`src/rtl/bram_arb_pkg.sv`:
```
// Shared constants for the BRAM port-A arbiter: FSM state encoding and master indices.
package bram_arb_pkg;

    localparam logic [1:0] ST_OPEN  = 2'd0;
    localparam logic [1:0] ST_LOCK0 = 2'd1;
    localparam logic [1:0] ST_LOCK1 = 2'd2;

    localparam int M_CPU = 0;
    localparam int M_DMA = 1;

endpackage

```
`src/rtl/bram_arb_pick2.sv`:
```
// Combinational 2-way grant picker; round-robin ties when BRAM_ARB_RR_EN is defined,
// otherwise fixed priority with m0 winning ties.
module bram_arb_pick2
    import bram_arb_pkg::*;
(
    input  logic [1:0] req,
    input  logic       last,
    input  logic [1:0] state,
    output logic [1:0] gnt
);

`ifndef BRAM_ARB_RR_EN
    logic unused_last_s;
    assign unused_last_s = last;
`endif

    // Grant selection from current requests and lock state
    always_comb begin
        gnt = 2'b00;
        case (state)
            ST_OPEN: begin
                if (req == 2'b11) begin
`ifdef BRAM_ARB_RR_EN
                    // Tie goes to whoever did not win last
                    if (last) begin
                        gnt = 2'b01;
                    end else begin
                        gnt = 2'b10;
                    end
`else
                    gnt = 2'b01;
`endif
                end else begin
                    gnt = req;
                end
            end
            ST_LOCK0: gnt = {1'b0, req[M_CPU]};
            ST_LOCK1: gnt = {req[M_DMA], 1'b0};
            default:  gnt = 2'b00;
        endcase
    end

endmodule

```
`src/rtl/bram_port_arbiter.sv`:
```
// Two-master arbiter for port A of a synchronous dual-port BRAM, with optional burst lock.
// Build option: define BRAM_ARB_RR_EN for round-robin tie breaking (fixed m0 priority otherwise).
module bram_port_arbiter
    import bram_arb_pkg::*;
#(
    parameter int DATA = 8,
    parameter int ADDR = 10
) (
    input  logic            clk,
    input  logic            rst_n,
    input  logic            m0_req,
    input  logic            m0_lock,
    input  logic            m0_we,
    input  logic [ADDR-1:0] m0_addr,
    input  logic [DATA-1:0] m0_wdata,
    output logic            m0_gnt,
    output logic            m0_rvalid,
    output logic [DATA-1:0] m0_rdata,
    input  logic            m1_req,
    input  logic            m1_lock,
    input  logic            m1_we,
    input  logic [ADDR-1:0] m1_addr,
    input  logic [DATA-1:0] m1_wdata,
    output logic            m1_gnt,
    output logic            m1_rvalid,
    output logic [DATA-1:0] m1_rdata,
    output logic            ram_we,
    output logic [ADDR-1:0] ram_addr,
    output logic [DATA-1:0] ram_write,
    input  logic [DATA-1:0] ram_read
);

    logic [1:0] state_r;
    logic       last_grant_r;
    logic       rvalid0_r;
    logic       rvalid1_r;
    logic [1:0] pick_s;
    logic       acc0_s;
    logic       acc1_s;

    bram_arb_pick2 u_pick (
        .req   ({m1_req, m0_req}),
        .last  (last_grant_r),
        .state (state_r),
        .gnt   (pick_s)
    );

    // Grants are suppressed combinationally while reset is asserted
    assign m0_gnt = pick_s[M_CPU] & rst_n;
    assign m1_gnt = pick_s[M_DMA] & rst_n;
    assign acc0_s = m0_req & m0_gnt;
    assign acc1_s = m1_req & m1_gnt;

    // Lock FSM: an accepted beat decides whether its master keeps the port
    always_ff @(posedge clk or negedge rst_n) begin
        if (!rst_n) begin
            state_r <= ST_OPEN;
        end else if (acc0_s) begin
            state_r <= m0_lock ? ST_LOCK0 : ST_OPEN;
        end else if (acc1_s) begin
            state_r <= m1_lock ? ST_LOCK1 : ST_OPEN;
        end else begin
            state_r <= state_r;
        end
    end

    // Remember the most recent winner for round-robin tie breaking
    always_ff @(posedge clk or negedge rst_n) begin
        if (!rst_n) begin
            last_grant_r <= 1'b1;
        end else if (acc0_s) begin
            last_grant_r <= 1'b0;
        end else if (acc1_s) begin
            last_grant_r <= 1'b1;
        end else begin
            last_grant_r <= last_grant_r;
        end
    end

    // Read data appears one cycle after the accepting edge (RAM registers the address)
    always_ff @(posedge clk or negedge rst_n) begin
        if (!rst_n) begin
            rvalid0_r <= 1'b0;
            rvalid1_r <= 1'b0;
        end else begin
            rvalid0_r <= acc0_s & ~m0_we;
            rvalid1_r <= acc1_s & ~m1_we;
        end
    end

    assign m0_rvalid = rvalid0_r;
    assign m1_rvalid = rvalid1_r;
    assign m0_rdata  = ram_read;
    assign m1_rdata  = ram_read;

    // Port mux: idle cycles park the address on m0 with writes disabled
    always_comb begin
        ram_we    = 1'b0;
        ram_addr  = m0_addr;
        ram_write = m0_wdata;
        if (m1_gnt) begin
            ram_we    = m1_we;
            ram_addr  = m1_addr;
            ram_write = m1_wdata;
        end else if (m0_gnt) begin
            ram_we    = m0_we;
            ram_addr  = m0_addr;
            ram_write = m0_wdata;
        end else begin
            ram_we    = 1'b0;
        end
    end

endmodule

```
`config.mk`:
```
export PLATFORM = sky130hd
export DESIGN_NAME = bram_port_arbiter
export DESIGN_NICKNAME = d
export VERILOG_FILES = /design/src/rtl/bram_arb_pkg.sv /design/src/rtl/bram_arb_pick2.sv /design/src/rtl/bram_port_arbiter.sv
export SDC_FILE = /design/constraint.sdc
export NUM_CORES = 1
export LEC_CHECK = 0
export CAP_MARGIN = 20
export CORE_UTILIZATION = 23
export DETAILED_ROUTE_END_ITERATION = 10
export PLACE_DENSITY = 0.89
export SLEW_MARGIN = 20
export SYNTH_ARGS = -nofsm -noshare
export SYNTH_HDL_FRONTEND = slang
export SYNTH_SLANG_ARGS = --single-unit
```
`constraint.sdc`:
```
create_clock -name clk -period 3 [get_ports clk]
set_input_delay 0.45 -clock clk [delete_from_list [all_inputs] [get_ports clk]]
set_output_delay 0.45 -clock clk [all_outputs]
set_load 0.01 [all_outputs]
```
After elaboration in Yosys (flattened, before gate mapping)
Cells that the tools add are included.
- flip-flop bits (word level): 4
- input port bits: 52
- output and inout port bits: 39
- equality and inequality tests: 3
- muxes and demuxes: 10
- bitwise operators: 8
- reduce and logical (&&, ||, !) cells: 2
- operator list (kind ; number):
    two-way mux 10 bit ; 1
    two-way mux 2 bit ; 4
    two-way mux 8 bit ; 1
    bitwise AND 1 bit ; 6
    one-hot mux 2 bit (3 select lines) ; 1
    == test 2 bit, second input constant ; 2
    two-way mux 1 bit ; 3
    == test 2 x 1 -> 1 bit, second input constant ; 1
    logical NOT 2 bit ; 1
    NOT 1 bit ; 2
    nonzero test 2 bit ; 1

Depth between registers and ports, before layout
- word-level depth: 7
- depth in mapped cells: 4
- mapped depth without buffers: 3

Cells and area by module
A second synthesis with hierarchy kept.
- cells, all modules: 60
- area total of the unflattened synthesis: 616.8 sq um
- modules (own cells, without submodules) (module ; instances ; cells an instance ; area an instance (sq um)):
    bram_port_arbiter ; 1 ; 58 ; 590.6
    bram_arb_pick2 ; 1 ; 2 ; 26.3

Least setup slack after synthesis
Ideal clock, no wire load.
- kind: input port to output port
- from: in m0_req
- to: out ram_addr[1]
- data arrival time: 1320 ps
- required time: 2550 ps
- slack: 1230 ps
- cell stages on the path: 4
- path buffers: 1
- cell sequence: nor2b_4 > nor3_4 > buf_6 > mux2_2
- cells in the longest elaborated chain, start to end: 5
- ends and longest elaborated chain (element ; line ; RTL):
    start, declared ; bram_port_arbiter.sv:11 ; input logic m0_req,
    == test 2 bit ; bram_arb_pick2.sv:22 ; if (req == 2'b11) begin
    two-way mux 2 bit ; bram_arb_pick2.sv:22 ;
    one-hot mux 2 bit (3 select lines) ; bram_arb_pick2.sv:20 ; case (state)
    bitwise AND 1 bit ; bram_port_arbiter.sv:50 ; assign m1_gnt = pick_s[M_DMA] & rst_n;
    named net m1_gnt ; bram_port_arbiter.sv:24 ; output logic m1_gnt,
    two-way mux 10 bit ; bram_port_arbiter.sv:101 ; if (m1_gnt) begin
    end, declared ; bram_port_arbiter.sv:28 ; output logic [ADDR-1:0] ram_addr,
The timed path passes the listed nets, and every way through them passes these cells.

Worst setup path in the final report
- from: in m0_req
- to: out ram_write[0]
- cells in the longest elaborated chain, start to end: 5
- ends and longest elaborated chain (element ; line ; RTL):
    == test 2 bit ; bram_arb_pick2.sv:22 ;
    two-way mux 2 bit ; bram_arb_pick2.sv:22 ;
    one-hot mux 2 bit (3 select lines) ; bram_arb_pick2.sv:20 ;
    bitwise AND 1 bit ; bram_port_arbiter.sv:50 ;
    two-way mux 8 bit ; bram_port_arbiter.sv:101 ;
    end, declared ; bram_port_arbiter.sv:29 ; output logic [DATA-1:0] ram_write,
Every way passes these cells.

==> qor.csv <==
metric,value,unit
status,completed,
Hold Slack,509,ps
first-pass GRT wire length,2.62,mm
M3 GR Usage,9.26,%
crit-path cells,clkdlybuf4s50_1 -> nor2b_4 -> nor3_4 -> buf_4 -> mux2_2 -> clkdlybuf4s50_1,
Startpoint Class,input pin,
R2R depth,4,
Buf/Inv on CP,3,
CTS Buf Count,3,
Post-Syn Area,529,sq um
Max-Slew Margin vs Limit,83.6,%
post-layout util,51.5,%
Die ar.,2500,sq um
chip height,50.0,um
antenna violations before repair,0,
I/O Buffers,66,
share of layout cells above drive strength 1,26.0,%
cell count along the critical path,6,
Reg2Reg Setup Slack,1690,ps
r2r endpoint,state_r[1],
drt drc,0,
post-cts repair resize count,0,
Root Driver,clkbuf_4,
routed via count,567,
sequential share of the synthesized area,18.9,%
DP Wirelength,1.43,mm
Post-CTS Setup Inserts,0,
crit path launch,m0_req,
largest net degree at the start of global routing,14,
Std-Cell Rows,17,
Top Usage Layer GRT,met2,
Layout Skew,3.86,ps
register bit count reported by yosys,4,
clk slew on worst S/H paths,40,ps
met2 GRT Util,23.6,%
"Slew Viols, Final",0,
vias in the first global route,633,
"most used cell, CP",clkdlybuf4s50_1,
Worst Hold Class,in -> async,
wire per inst,12.7,um
final period utilization,90.0,%
Nets,158,
Lkg Pwr,0.000438,uW
Worst-Margin Slew,244,ps
Synth-to-Final Area Change,113,%
WL final,1.68,mm
antenna cells,0,
post-synthesis average cell area,10.6,sq um
TritonRoute pass-1 iters,4,
Clock Path Buffers,2,
initial DRC count,6,
PwrDens,357,nW/um^2
crit path DAT,2250,ps
Yosys top cell area share,40.4,%
clk sinks,4,
unrepaired setup endpoints after global routing,no,
DP Worst Slack,294,ps
crit end category,primary output,
CP top delay family,buffers and inverters,
initial cell density of the core,24.2,%
Clock Latency Late Sink,230,ps
hold_buf cts,0,
final setup fails,0,
maximum fanout along the worst path,13,
die width,50.0,um
required time worst endpoint,2550,ps
synth unique cells,12,
GRT Util Overall,14.0,%
fillcell total,205,
synth top area cells,"mux2_2 (40%), buf_4 (23%), dfrtp_1 (19%), buf_6 (4.3%), nor3_4 (3.1%)",
M1 GR Usage,13.4,%
post-synthesis instance total,50,
"commonest non-fill, non-tap cells in the layout","clkdlybuf4s50_1 (66), mux2_2 (19), dfrtp_1 (4)",
WS Path Type,in -> out,
H-tree depth,1,
aggregate global routing overflow,0,
core footprint,2190,sq um
CP peak stage delay,470,ps
final worst setup slack,301,ps
antenna-violating nets left,0,
crit path to,ram_write[0],
"most common cell after layout, fill and taps aside",clkdlybuf4s50_1,
RePlAce Congestion,0.683,
Peak Freq,371,MHz
max-cap violations,0,
Via-to-Cell Ratio,4.30,
Max VDD drop,0.266,mV
Mapped Nets,102,
final hold viol count,0,
slowest CP cell,clkdlybuf4s50_1,
I/O Pins,91,
Yosys top cell by area,mux2_2,
"Warnings, synthesis",0,
min cycle time layout,2700,ps
R2R Path Start,state_r[1],
CTS tree,built,
Total Neg Setup Slack,0,ps
## final cells by class
class                           instances  area (sq um)  area share [%]
Clock buffer                            3          22.5            2.00
Inverter                                1          3.75           0.333
Multi-Input combinational cell         27           283            25.1
Sequential cell                         4           100            8.88
Tap cell                               28          35.0            3.11
Timing Repair Buffer                   69           683            60.6
## report_power, final
| group | internal (uW) | switching [uW] |
|---|---|---|
| Combinational | 170 | 81.1 |
| Sequential | 70.3 | 15.6 |
| Clock | 44.6 | 20.8 |
## logic make-up (layout without fill, tap and decap cells)
kind of cell / count (synthesis) / count (layout) / synth area share, %
AOI/OAI and AO/OA: 1 / 1 / 1.89
and+or+nand+nor: 6 / 6 / 8.98
DFF: 4 / 4 / 18.9
buffers and inverters: 19 / 73 / 27.7
muxes: 20 / 20 / 42.6
## stage by stage
step / instance area, sq um / instances / power [uW]
floorplan: 529 / 50 / 219
global placement: 1100 / 129 / 336
detailed placement: 1100 / 129 / 339
CTS: 1130 / 132 / 408
global route: 1130 / 132 / 432
finish: 1130 / 132 / 403
## sequential cells by signal, summed over array words and instances (netlist names)
| register | count |
|---|---|
| m0_rvalid | 1 |
| state_r | 2 |
| m1_rvalid | 1 |
## cells in the mapped netlist
cell	count
a32o_1	1
mux2_2	19
nand2_1	2
buf_6	2
nor3_4	1
dfrtp_1	4
nor2b_4	1
nor4_1	1
nor2_1	1
mux2_1	1
inv_1	1
buf_4	16
## worst min-delay path by stage
stage	from	slack [ps]	cells past startpoint	end
2_1_floorplan	rst_n	150	0	m0_rvalid
3_3_place_gp	state_r[0]	500	1	m1_rvalid
3_5_place_dp	state_r[0]	520	1	m1_rvalid
4_1_cts	rst_n	510	2	m1_rvalid
5_1_grt	rst_n	520	2	state_r[1]
6_report	rst_n	510	2	m1_rvalid
## worst register-to-register path, stage by stage, from the launching register on
cell     delay, ps
dfrtp_1        370
nor2b_4         70
nor3_4         170
buf_4          230
mux2_2         350
## layer usage
metal / routed length [um] / up-vias
met2: 765 / 52
met5: 0 / -
met1: 617 / 246
met3: 278 / 4
met4: 16 / 0
li1: - / 265
No activity file was read; power rests on OpenSTA's default activity.
